## config.mk

```make
export PLATFORM = sky130hd
export DESIGN_NAME = rasterizer_mem_arbiter_flat
export DESIGN_NICKNAME = d
export VERILOG_FILES = /design/src/rtl/rasterizer_mem_arbiter_if.sv /design/src/rtl/rasterizer_mem_arbiter.sv /design/src/flat_wrapper.sv
export SDC_FILE = /design/constraint.sdc
export NUM_CORES = 1
export LEC_CHECK = 0
export ABC_AREA = 1
export CAP_MARGIN = 0
export CORE_AREA = 5 5 114 116
export CTS_CLUSTER_DIAMETER = 200
export DETAILED_ROUTE_END_ITERATION = 10
export DIE_AREA = 0 0 119 121
export GPL_TIMING_DRIVEN = 0
export HOLD_SLACK_MARGIN = 0.06
export PLACE_DENSITY = 0.7
export SLEW_MARGIN = 20
export SYNTH_ARGS = -nofsm -noshare
export SYNTH_HDL_FRONTEND = slang
export SYNTH_SLANG_ARGS = --single-unit
```

## constraint.sdc

```tcl
create_clock -name clock -period 8.1 [get_ports clock]
set_clock_uncertainty 0.15 [all_clocks]
set_input_delay 0.81 -clock clock [delete_from_list [all_inputs] [get_ports clock]]
set_output_delay 0.81 -clock clock [all_outputs]
set_load 0.01 [all_outputs]
```

## src/rtl/rasterizer_mem_arbiter_if.sv

```systemverilog
// rtl/rasterizer_mem_arbiter_if.sv - Avalon-MM style command/response bundle shared by requesters and the memory master
interface rasterizer_mem_arbiter_if #(
    parameter int ADDR_W = 26,
    parameter int DATA_W = 32
);
    logic [ADDR_W-1:0]   address;
    logic                read;
    logic                write;
    logic [DATA_W/8-1:0] byteenable;
    logic [DATA_W-1:0]   writedata;
    logic                waitrequest;
    logic [DATA_W-1:0]   readdata;
    logic                readdatavalid;

    modport master (
        output address, read, write, byteenable, writedata,
        input  waitrequest, readdata, readdatavalid
    );

    modport slave (
        input  address, read, write, byteenable, writedata,
        output waitrequest, readdata, readdatavalid
    );
endinterface

```

## src/rtl/rasterizer_mem_arbiter.sv

```systemverilog
// rtl/rasterizer_mem_arbiter.sv - two-requester SDRAM arbiter with in-order read ID FIFO; optional ARB_HOLD_LIMIT_EN preemption
module rasterizer_mem_arbiter #(
    parameter int ADDR_W     = 26,
    parameter int DATA_W     = 32,
    parameter int MAX_OUTST  = 16,
    parameter int HOLD_LIMIT = 32
) (
    input  logic                      clock,
    input  logic                      reset,
    rasterizer_mem_arbiter_if.slave   s0,
    rasterizer_mem_arbiter_if.slave   s1,
    rasterizer_mem_arbiter_if.master  m,
    output logic [1:0]                grant,
    output logic                      err_orphan
);
    localparam int PTR_W = $clog2(MAX_OUTST);

    typedef enum logic [1:0] {ST_NONE, ST_G0, ST_G1} state_t;

    state_t              state, state_next;
    logic                rr;
    logic                req0, req1, preempt;
    logic [ADDR_W-1:0]   cmd_address;
    logic [DATA_W/8-1:0] cmd_byteenable;
    logic [DATA_W-1:0]   cmd_writedata;
    logic                sel_rd, sel_wr, cmd_read, cmd_write, cmd_wait;
    logic                id_mem [MAX_OUTST];
    logic [PTR_W-1:0]    wr_ptr, rd_ptr;
    logic [PTR_W:0]      fifo_cnt;
    logic                fifo_full, fifo_empty, push, pop, head;

    assign req0 = s0.read | s0.write;
    assign req1 = s1.read | s1.write;

`ifdef ARB_HOLD_LIMIT_EN
    localparam int CNT_W = $clog2(HOLD_LIMIT + 1);
    logic [CNT_W-1:0] hold_cnt;
    logic             at_limit, accept;

    assign at_limit = (hold_cnt == CNT_W'(HOLD_LIMIT));
    assign preempt  = at_limit & (((state == ST_G0) & req1) | ((state == ST_G1) & req0));
    assign accept   = (cmd_read | cmd_write) & ~m.waitrequest;

    // Count restarts whenever the owner changes; saturates while the other side is idle
    always_ff @(posedge clock or negedge reset) begin
        if (!reset)                  hold_cnt <= '0;
        else if (state_next != state) hold_cnt <= '0;
        else if (accept && !at_limit) hold_cnt <= hold_cnt + 1'b1;
    end
`else
    localparam int unused_hold_limit = HOLD_LIMIT;
    assign preempt = 1'b0;
`endif

    always_ff @(posedge clock or negedge reset) begin
        if (!reset) begin
            state <= ST_NONE;
            rr    <= 1'b0;
        end else begin
            state <= state_next;
            if (state == ST_NONE && state_next == ST_G0) rr <= 1'b1;
            if (state == ST_NONE && state_next == ST_G1) rr <= 1'b0;
        end
    end

    always_comb begin
        state_next = state;
        case (state)
            ST_NONE: begin
                if (req0 && (!req1 || !rr)) state_next = ST_G0;
                else if (req1)              state_next = ST_G1;
            end
            ST_G0:   if (!req0 || preempt) state_next = ST_NONE;
            ST_G1:   if (!req1 || preempt) state_next = ST_NONE;
            default: state_next = ST_NONE;
        endcase
    end

    // Write wins over a simultaneous read from the same requester
    always_comb begin
        cmd_address    = '0;
        cmd_byteenable = '0;
        cmd_writedata  = '0;
        sel_rd         = 1'b0;
        sel_wr         = 1'b0;
        case (state)
            ST_G0: begin
                cmd_address    = s0.address;
                cmd_byteenable = s0.byteenable;
                cmd_writedata  = s0.writedata;
                sel_wr         = s0.write & ~preempt;
                sel_rd         = s0.read & ~s0.write & ~preempt;
            end
            ST_G1: begin
                cmd_address    = s1.address;
                cmd_byteenable = s1.byteenable;
                cmd_writedata  = s1.writedata;
                sel_wr         = s1.write & ~preempt;
                sel_rd         = s1.read & ~s1.write & ~preempt;
            end
            default: ;
        endcase
        cmd_read  = sel_rd & ~fifo_full;
        cmd_write = sel_wr;
        cmd_wait  = preempt | m.waitrequest | (sel_rd & fifo_full);
    end

    assign m.address    = cmd_address;
    assign m.byteenable = cmd_byteenable;
    assign m.writedata  = cmd_writedata;
    assign m.read       = cmd_read;
    assign m.write      = cmd_write;

    assign s0.waitrequest = (state == ST_G0) ? cmd_wait : 1'b1;
    assign s1.waitrequest = (state == ST_G1) ? cmd_wait : 1'b1;

    // full comes from the registered count, so a same-cycle pop cannot unblock a push
    assign fifo_full  = (fifo_cnt == (PTR_W+1)'(MAX_OUTST));
    assign fifo_empty = (fifo_cnt == '0);
    assign push       = cmd_read & ~m.waitrequest;
    assign pop        = m.readdatavalid & ~fifo_empty;
    assign head       = id_mem[rd_ptr];

    always_ff @(posedge clock) begin
        if (push) id_mem[wr_ptr] <= (state == ST_G1);
    end

    always_ff @(posedge clock or negedge reset) begin
        if (!reset) begin
            wr_ptr     <= '0;
            rd_ptr     <= '0;
            fifo_cnt   <= '0;
            err_orphan <= 1'b0;
        end else begin
            if (push) wr_ptr <= wr_ptr + 1'b1;
            if (pop)  rd_ptr <= rd_ptr + 1'b1;
            if (push && !pop)      fifo_cnt <= fifo_cnt + 1'b1;
            else if (pop && !push) fifo_cnt <= fifo_cnt - 1'b1;
            if (m.readdatavalid && fifo_empty) err_orphan <= 1'b1;
        end
    end

    assign s0.readdata      = m.readdata;
    assign s1.readdata      = m.readdata;
    assign s0.readdatavalid = pop & ~head;
    assign s1.readdatavalid = pop & head;

    assign grant = {state == ST_G1, state == ST_G0};
endmodule

```

## src/flat_wrapper.sv

```systemverilog
// flat-port wrapper written by rule: the top's interface ports become plain ports
module rasterizer_mem_arbiter_flat 
#(
    parameter int ADDR_W     = 26,
    parameter int DATA_W     = 32,
    parameter int MAX_OUTST  = 16,
    parameter int HOLD_LIMIT = 32
)
  (clock, reset, grant, err_orphan, s0_address, s0_read, s0_write, s0_byteenable, s0_writedata, s0_waitrequest, s0_readdata, s0_readdatavalid, s1_address, s1_read, s1_write, s1_byteenable, s1_writedata, s1_waitrequest, s1_readdata, s1_readdatavalid, m_address, m_read, m_write, m_byteenable, m_writedata, m_waitrequest, m_readdata, m_readdatavalid);
  rasterizer_mem_arbiter_if #(.ADDR_W(ADDR_W), .DATA_W(DATA_W)) s0_i ();
  rasterizer_mem_arbiter_if #(.ADDR_W(ADDR_W), .DATA_W(DATA_W)) s1_i ();
  rasterizer_mem_arbiter_if #(.ADDR_W(ADDR_W), .DATA_W(DATA_W)) m_i ();
  input  logic clock;
  input  logic reset;
  output logic [1:0] grant;
  output logic err_orphan;
  input wire logic [$bits(s0_i.address)-1:0] s0_address;
  input wire logic [$bits(s0_i.read)-1:0] s0_read;
  input wire logic [$bits(s0_i.write)-1:0] s0_write;
  input wire logic [$bits(s0_i.byteenable)-1:0] s0_byteenable;
  input wire logic [$bits(s0_i.writedata)-1:0] s0_writedata;
  output wire logic [$bits(s0_i.waitrequest)-1:0] s0_waitrequest;
  output wire logic [$bits(s0_i.readdata)-1:0] s0_readdata;
  output wire logic [$bits(s0_i.readdatavalid)-1:0] s0_readdatavalid;
  input wire logic [$bits(s1_i.address)-1:0] s1_address;
  input wire logic [$bits(s1_i.read)-1:0] s1_read;
  input wire logic [$bits(s1_i.write)-1:0] s1_write;
  input wire logic [$bits(s1_i.byteenable)-1:0] s1_byteenable;
  input wire logic [$bits(s1_i.writedata)-1:0] s1_writedata;
  output wire logic [$bits(s1_i.waitrequest)-1:0] s1_waitrequest;
  output wire logic [$bits(s1_i.readdata)-1:0] s1_readdata;
  output wire logic [$bits(s1_i.readdatavalid)-1:0] s1_readdatavalid;
  output wire logic [$bits(m_i.address)-1:0] m_address;
  output wire logic [$bits(m_i.read)-1:0] m_read;
  output wire logic [$bits(m_i.write)-1:0] m_write;
  output wire logic [$bits(m_i.byteenable)-1:0] m_byteenable;
  output wire logic [$bits(m_i.writedata)-1:0] m_writedata;
  input wire logic [$bits(m_i.waitrequest)-1:0] m_waitrequest;
  input wire logic [$bits(m_i.readdata)-1:0] m_readdata;
  input wire logic [$bits(m_i.readdatavalid)-1:0] m_readdatavalid;
  assign s0_i.address = s0_address;
  assign s0_i.read = s0_read;
  assign s0_i.write = s0_write;
  assign s0_i.byteenable = s0_byteenable;
  assign s0_i.writedata = s0_writedata;
  assign s0_waitrequest = s0_i.waitrequest;
  assign s0_readdata = s0_i.readdata;
  assign s0_readdatavalid = s0_i.readdatavalid;
  assign s1_i.address = s1_address;
  assign s1_i.read = s1_read;
  assign s1_i.write = s1_write;
  assign s1_i.byteenable = s1_byteenable;
  assign s1_i.writedata = s1_writedata;
  assign s1_waitrequest = s1_i.waitrequest;
  assign s1_readdata = s1_i.readdata;
  assign s1_readdatavalid = s1_i.readdatavalid;
  assign m_address = m_i.address;
  assign m_read = m_i.read;
  assign m_write = m_i.write;
  assign m_byteenable = m_i.byteenable;
  assign m_writedata = m_i.writedata;
  assign m_i.waitrequest = m_waitrequest;
  assign m_i.readdata = m_readdata;
  assign m_i.readdatavalid = m_readdatavalid;
  rasterizer_mem_arbiter #(.ADDR_W(ADDR_W), .DATA_W(DATA_W), .MAX_OUTST(MAX_OUTST), .HOLD_LIMIT(HOLD_LIMIT)) u_core (.clock(clock), .reset(reset), .s0(s0_i), .s1(s1_i), .m(m_i), .grant(grant), .err_orphan(err_orphan));
endmodule
```

# After elaboration in Yosys (flattened, before gate mapping)
# Memories as Yosys holds them, arrays and structs flattened.
# Index checks and enable logic that the tools add are counted.
# word_totals
register_bits	17
mem_bits_rw	16
in_bits	164
output_inout_bits	135
wordCells	66
mem_count	1
# classes
add_sub_neg	4
eq_ne	5
n_mux	18
n_bitwise	17
n_reduce_logical	15
# mem_list
name	depth	width	rd	rd_ports_with_merged_regs	write_ports	line	rtl
u_core.id_mem	16	1	1	0	1	rasterizer_mem_arbiter.sv:27	logic id_mem [MAX_OUTST];
# op_table
operator	count
32-bit case mux with 2 select lines	1
26-bit case mux with 2 select lines	1
5-bit two-way mux	2
4-bit by 1-bit adder with 4-bit output, second input constant	2
1-bit bitwise AND	8
2-bit two-way mux	4
4-bit case mux with 2 select lines	1
1-bit logical AND	6
1-bit two-way mux	6
1-bit inverter	6
2-bit case mux with 3 select lines	1
5-bit by 1-bit adder with 5-bit output, second input constant	1
5-bit equality test, second input constant	1
5-bit zero test	1
5-bit by 1-bit subtractor with 5-bit output, second input constant	1
2-bit by 1-bit equality test with 1-bit output, second input constant	2
2-bit equality test, second input constant	2
1-bit zero test	4
1-bit case mux with 2 select lines	2
2-bit nonzero test	2
1-bit OR	3
2-bit zero test	1
1-bit logical OR	1

# Longest topological paths before layout
# Gate-level depths: netlist of run 1.
# logic_depth
word_depth	10
ltp_mapped	17
mapped_depth_nobuf	17

# Worst setup path after synthesis of run 1
# OpenSTA, ideal clock, no wires.
# synth_path
path_type	flip-flop to flip-flop
start	register u_core.state[0]
end	register u_core.fifo_cnt[4]
setup_ns	0.083
arrival_ns	2.690
t_required_ns	7.867
path_slack_ns	5.178
stages_incl_launch_ff	18
path_buffers	0
synth_period_minus_slack_ns	2.922
cell_sequence	dfrtp_1 > inv_1 > ha_1 > nand3_2 > nand2_2 > nand2_2 > nor2_4 > nand2_4 > inv_8 > ha_1 > inv_1 > fa_1 > nand2_1 > nand2_1 > a21oi_1 > xor2_1 > nand2_1 > o21ai_0
# synth_between
elab_chain_cells	7
elab_cells_between_ends	10
classes_between	eq/ne (2); mux (2); bitwise (2); reduce/logical (4)
# synth_rtl
item	line	rtl
start, declared	rasterizer_mem_arbiter.sv:20	state_t state, state_next;
start signal, assigned	rasterizer_mem_arbiter.sv:60	state <= state_next;
2-bit equality test (*)	n/a	
via grant[1]	flat_wrapper.sv:15	output logic [1:0] grant;
1-bit case mux with 2 select lines (*)	rasterizer_mem_arbiter.sv:86	case (state)
1-bit bitwise AND (*)	rasterizer_mem_arbiter.sv:103	cmd_read = sel_rd & ~fifo_full;
via m_read	flat_wrapper.sv:34	output wire logic [$bits(m_i.read)-1:0] m_read;
1-bit bitwise AND (*)	rasterizer_mem_arbiter.sv:120	assign push = cmd_read & ~m.waitrequest;
via u_core.push	rasterizer_mem_arbiter.sv:30	logic fifo_full, fifo_empty, push, pop, head;
1-bit zero test	rasterizer_mem_arbiter.sv:138	else if (pop && !push) fifo_cnt <= fifo_cnt - 1'b1;
1-bit logical AND	rasterizer_mem_arbiter.sv:138	
2-bit nonzero test (no source line)	n/a	
end signal, assigned	rasterizer_mem_arbiter.sv:137	if (push && !pop) fifo_cnt <= fifo_cnt + 1'b1;
end signal, assigned	rasterizer_mem_arbiter.sv:138	
end, declared	rasterizer_mem_arbiter.sv:29	logic [PTR_W:0] fifo_cnt;
# Mark *: on every way through the listed nets, which the timed path passes. The rest lies on a longest branch.
# A chain may end at the register's enable or synchronous reset.

# Worst setup path after layout of run 1
# layout_path
start	register u_core.state[0]
end	output m_address[1]
# layout_between
elab_chain_cells	2
elab_cells_between_ends	3
classes_between	eq/ne (2); mux (1)
# layout_rtl
item	line	rtl
2-bit equality test / 2-bit by 1-bit equality test with 1-bit output (equally long branches)	rasterizer_mem_arbiter.sv:86	
26-bit case mux with 2 select lines (*)	rasterizer_mem_arbiter.sv:86	
end, declared	flat_wrapper.sv:33	output wire logic [$bits(m_i.address)-1:0] m_address;
# Mark *: on every way between the ends. The rest lies on a longest branch, timed or not.

==> results of run 1 <==
## flip-flops by register name, indices dropped and copies added (netlist names)
| signal | cells |
|---|---|
| u_core.err_orphan | 1 |
| u_core.fifo_cnt | 5 |
| u_core.id_mem | 16 |
| u_core.rd_ptr | 4 |
| u_core.rr | 1 |
| u_core.state | 2 |
| u_core.wr_ptr | 4 |
## layout by cell type (no fill, tap or decap), types with 9 or more instances in the layout
cell and count:
nand3_1 10, inv_1 26, buf_4 65, buf_2 10
ha_1 14, a21oi_1 65, o21ai_0 9, edfxtp_1 16
nor2_1 34, nand2_1 177, clkbuf_1 11, clkdlybuf4s50_1 266
dfrtp_1 17
## Yosys cell counts
master,count
o22a_1,1
inv_2,3
inv_1,26
o211ai_1,3
a31oi_1,2
nand2_4,6
buf_2,10
nand3_2,1
a21o_1,1
a21oi_1,65
edfxtp_1,16
nand3_1,10
fa_1,1
nor3_1,2
nand2_1,177
nor2_1,34
clkbuf_1,10
inv_8,1
dfrtp_1,17
o21ai_0,9
nor2_2,1
xnor2_1,1
nand2_2,2
a21boi_0,2
ha_1,14
nor2_4,1
and2_1,1
xor2_1,6
buf_4,65
## final cells by class
cell class	count	area (um2)
Antenna cell	1	2.50
Buffer	85	576
Clock buffer	6	129
Clock inverter	2	10.0
Fill cell	1146	5560
Inverter	30	120
Multi-Input combinational cell	340	1660
Sequential cell	33	906
Tap cell	147	184
Timing Repair Buffer	266	2660
## final timing paths
check	startpoint	end	cells after the start
max in group asynchronous	reset	u_core.rd_ptr[1]	1
worst max-delay path	u_core.state[0]	m_address[1]	7
min in group asynchronous	reset	u_core.wr_ptr[0]	1
worst min register to register	u_core.err_orphan	u_core.err_orphan	1
worst min-delay path	u_core.err_orphan	u_core.err_orphan	1
worst max register to register	u_core.state[0]	u_core.fifo_cnt[4]	17
## layer usage
layer  global-route usage, %  part of all wire, %  routed length [um]  vias up
li1                        -                    -                   -     2030
met3                    8.34                   11                1580       15
met1                    19.4                   36                5150     1806
met2                    32.7                   51                7170      180
met5                       0                    0                   0        -
met4                    4.20                  1.5                 206        0
## report_power, final
group	leakage (nW)	total [mW]	internal [mW]	switching, mW
Clock	0.0706	0.173	0.112	0.0610
Sequential	0.350	0.269	0.227	0.0419
Combinational	2.18	1.03	0.473	0.559
Total	2.60	1.47	0.813	0.662
## metrics by stage
stage	std cells	total power, mW	utilization, %	cell area, um2	worst slack (ps)
2_1_floorplan	488	0.823	-	3260	5180
3_3_place_gp	901	1.29	51.7	6110	4550
3_5_place_dp	901	1.31	51.7	6110	4550
4_1_cts	909	1.49	52.9	6250	4210
5_1_grt	909	1.61	52.9	6250	3980
6_report	910	1.47	52.9	6250	4270
## kinds of logic (layout without fill, tap and decap cells)
group	count (synthesis)	count (layout)	share of synthesized area (%)
AND/OR/NAND/NOR	235	235	29.6
flip-flops	33	33	27.8
adder cells (fa/ha/maj)	15	15	5.99
AO/OA/AOI/OAI	83	83	13.4
XOR/XNOR	7	7	1.88
other	0	1	0
buffers and inverters	115	389	21.3
==> metrics.txt, run 1 <==
CP startpoint kind=flop; max_cap viols=0; #FFs+latches synth=33; clk slew on worst S/H paths=approximately 50 ps; Syn Inst Count=between 400 and 500; Critical-path top delay cell=clkdlybuf4s50_1; Iter 0 DRT Violations=around 160; syn avg cell area=about 6.7 um2; Final nets=940; post-synthesis sequential area ratio=27.8%; RD Place Congestion=0.882; GRT Resource Usage Total=a little under a fifth; final-report max-slew violation count=0; initial antenna violation count=0; critical-path cell list=inv_1 > ha_1 > buf_2 > buf_2 > nand2_1 > a21oi_1 > clkdlybuf4s50_1; GRT overflow=0; P&R area growth vs syn=91.6%; DR pass1 iterations=4; CTS tree=yes; RSZ-0062 raised after global routing=no; Mapped Area=3260 um2; first-pass GRT wire length=~21000 um; row count=40; R2R setup slack=roughly 4800 ps; Die X=119 um; CP max FO=20; largest net degree at the start of global routing=21; Vias=roughly 4000; maximum clock insertion buffer count=2; num ports=~300; worst skew pair latency=between 200 and 300 ps; Worst EP required=roughly 7100 ps; layout cells sized above 1=12.7%; slew margin rel.=between 40% and 50%; post-synth cell types=29; DR DRC count=0; crit end category=output pin; Mapped Nets=approximately 670; Resized Gates After CTS=0; post-synth top area share=about a fifth; drt wl/cell=roughly 16 um; Hold Fails Final Rpt=0; Detail Route Antenna Nets=0; Setup Viol. Count Final=0; final hold slack=about 330 ps; crit path DAT=roughly 2900 ps; CP peak stage delay=between 500 and 600 ps; leakage=2.60 nW; Synth area leaders=nand2_1 20%, buf_4 15%, edfxtp_1 15%, dfrtp_1 13%, a21oi_1 10%; most used cell, CP=buf_2; Root Driver=clkbuf_16; CP top delay family=buffers and inverters; Setup Crit Path Kind=reg -> out; worst hold path class=reg -> reg; Initial Util=27.6%; peak supply drop=0.000114 V; Yosys top cell by area=nand2_1; setup TNS=0 ps; Pwr per Cell Area=approximately 240 nW/um2; Yosys warnings=0; WL final=about 14000 um; DP HPWL=around 12000 um; Die Area=approximately 14000 um2; Worst-Margin Slew=between 700 and 800 ps; H-tree levels=2; CTS Hold Bufs=0; Post-CTS Setup Repair Bufs=0; Achievable Freq=~260 MHz; total CTS buffers=5; CTS sink cnt=33; final worst path period need=3830 ps; Die H=roughly 120 um; Final period util=47.2%; vias per cell=between 4 and 5; Worst Path Buf+Inv=4; status=finished clean; vias in the first global route=about 4300; Port Buffers=around 270; total core area=between 10000 and 15000 um2
Note: power is estimated with default switching activity, not from simulation.
==> run 2: changes to the inputs <==
==> constraint.sdc (replaced) <==
create_clock -name clock -period 3.7 [get_ports clock]
set_clock_uncertainty 0.15 [all_clocks]
set_input_delay 0.37 -clock clock [delete_from_list [all_inputs] [get_ports clock]]
set_output_delay 0.37 -clock clock [all_outputs]
set_load 0.01 [all_outputs]
==> results of run 2 <==
The final DEF is identical to that of run 1. Status: finished clean.
Main changes from that run: setup slack after placement 4550 ps -> 462 ps; setup slack after layout 4270 ps -> 315 ps; register-to-register setup slack 4820 ps -> 420 ps; total power 1.47 mW -> 3.23 mW; worst IR drop on VDD 0.000114 V -> 0.000250 V
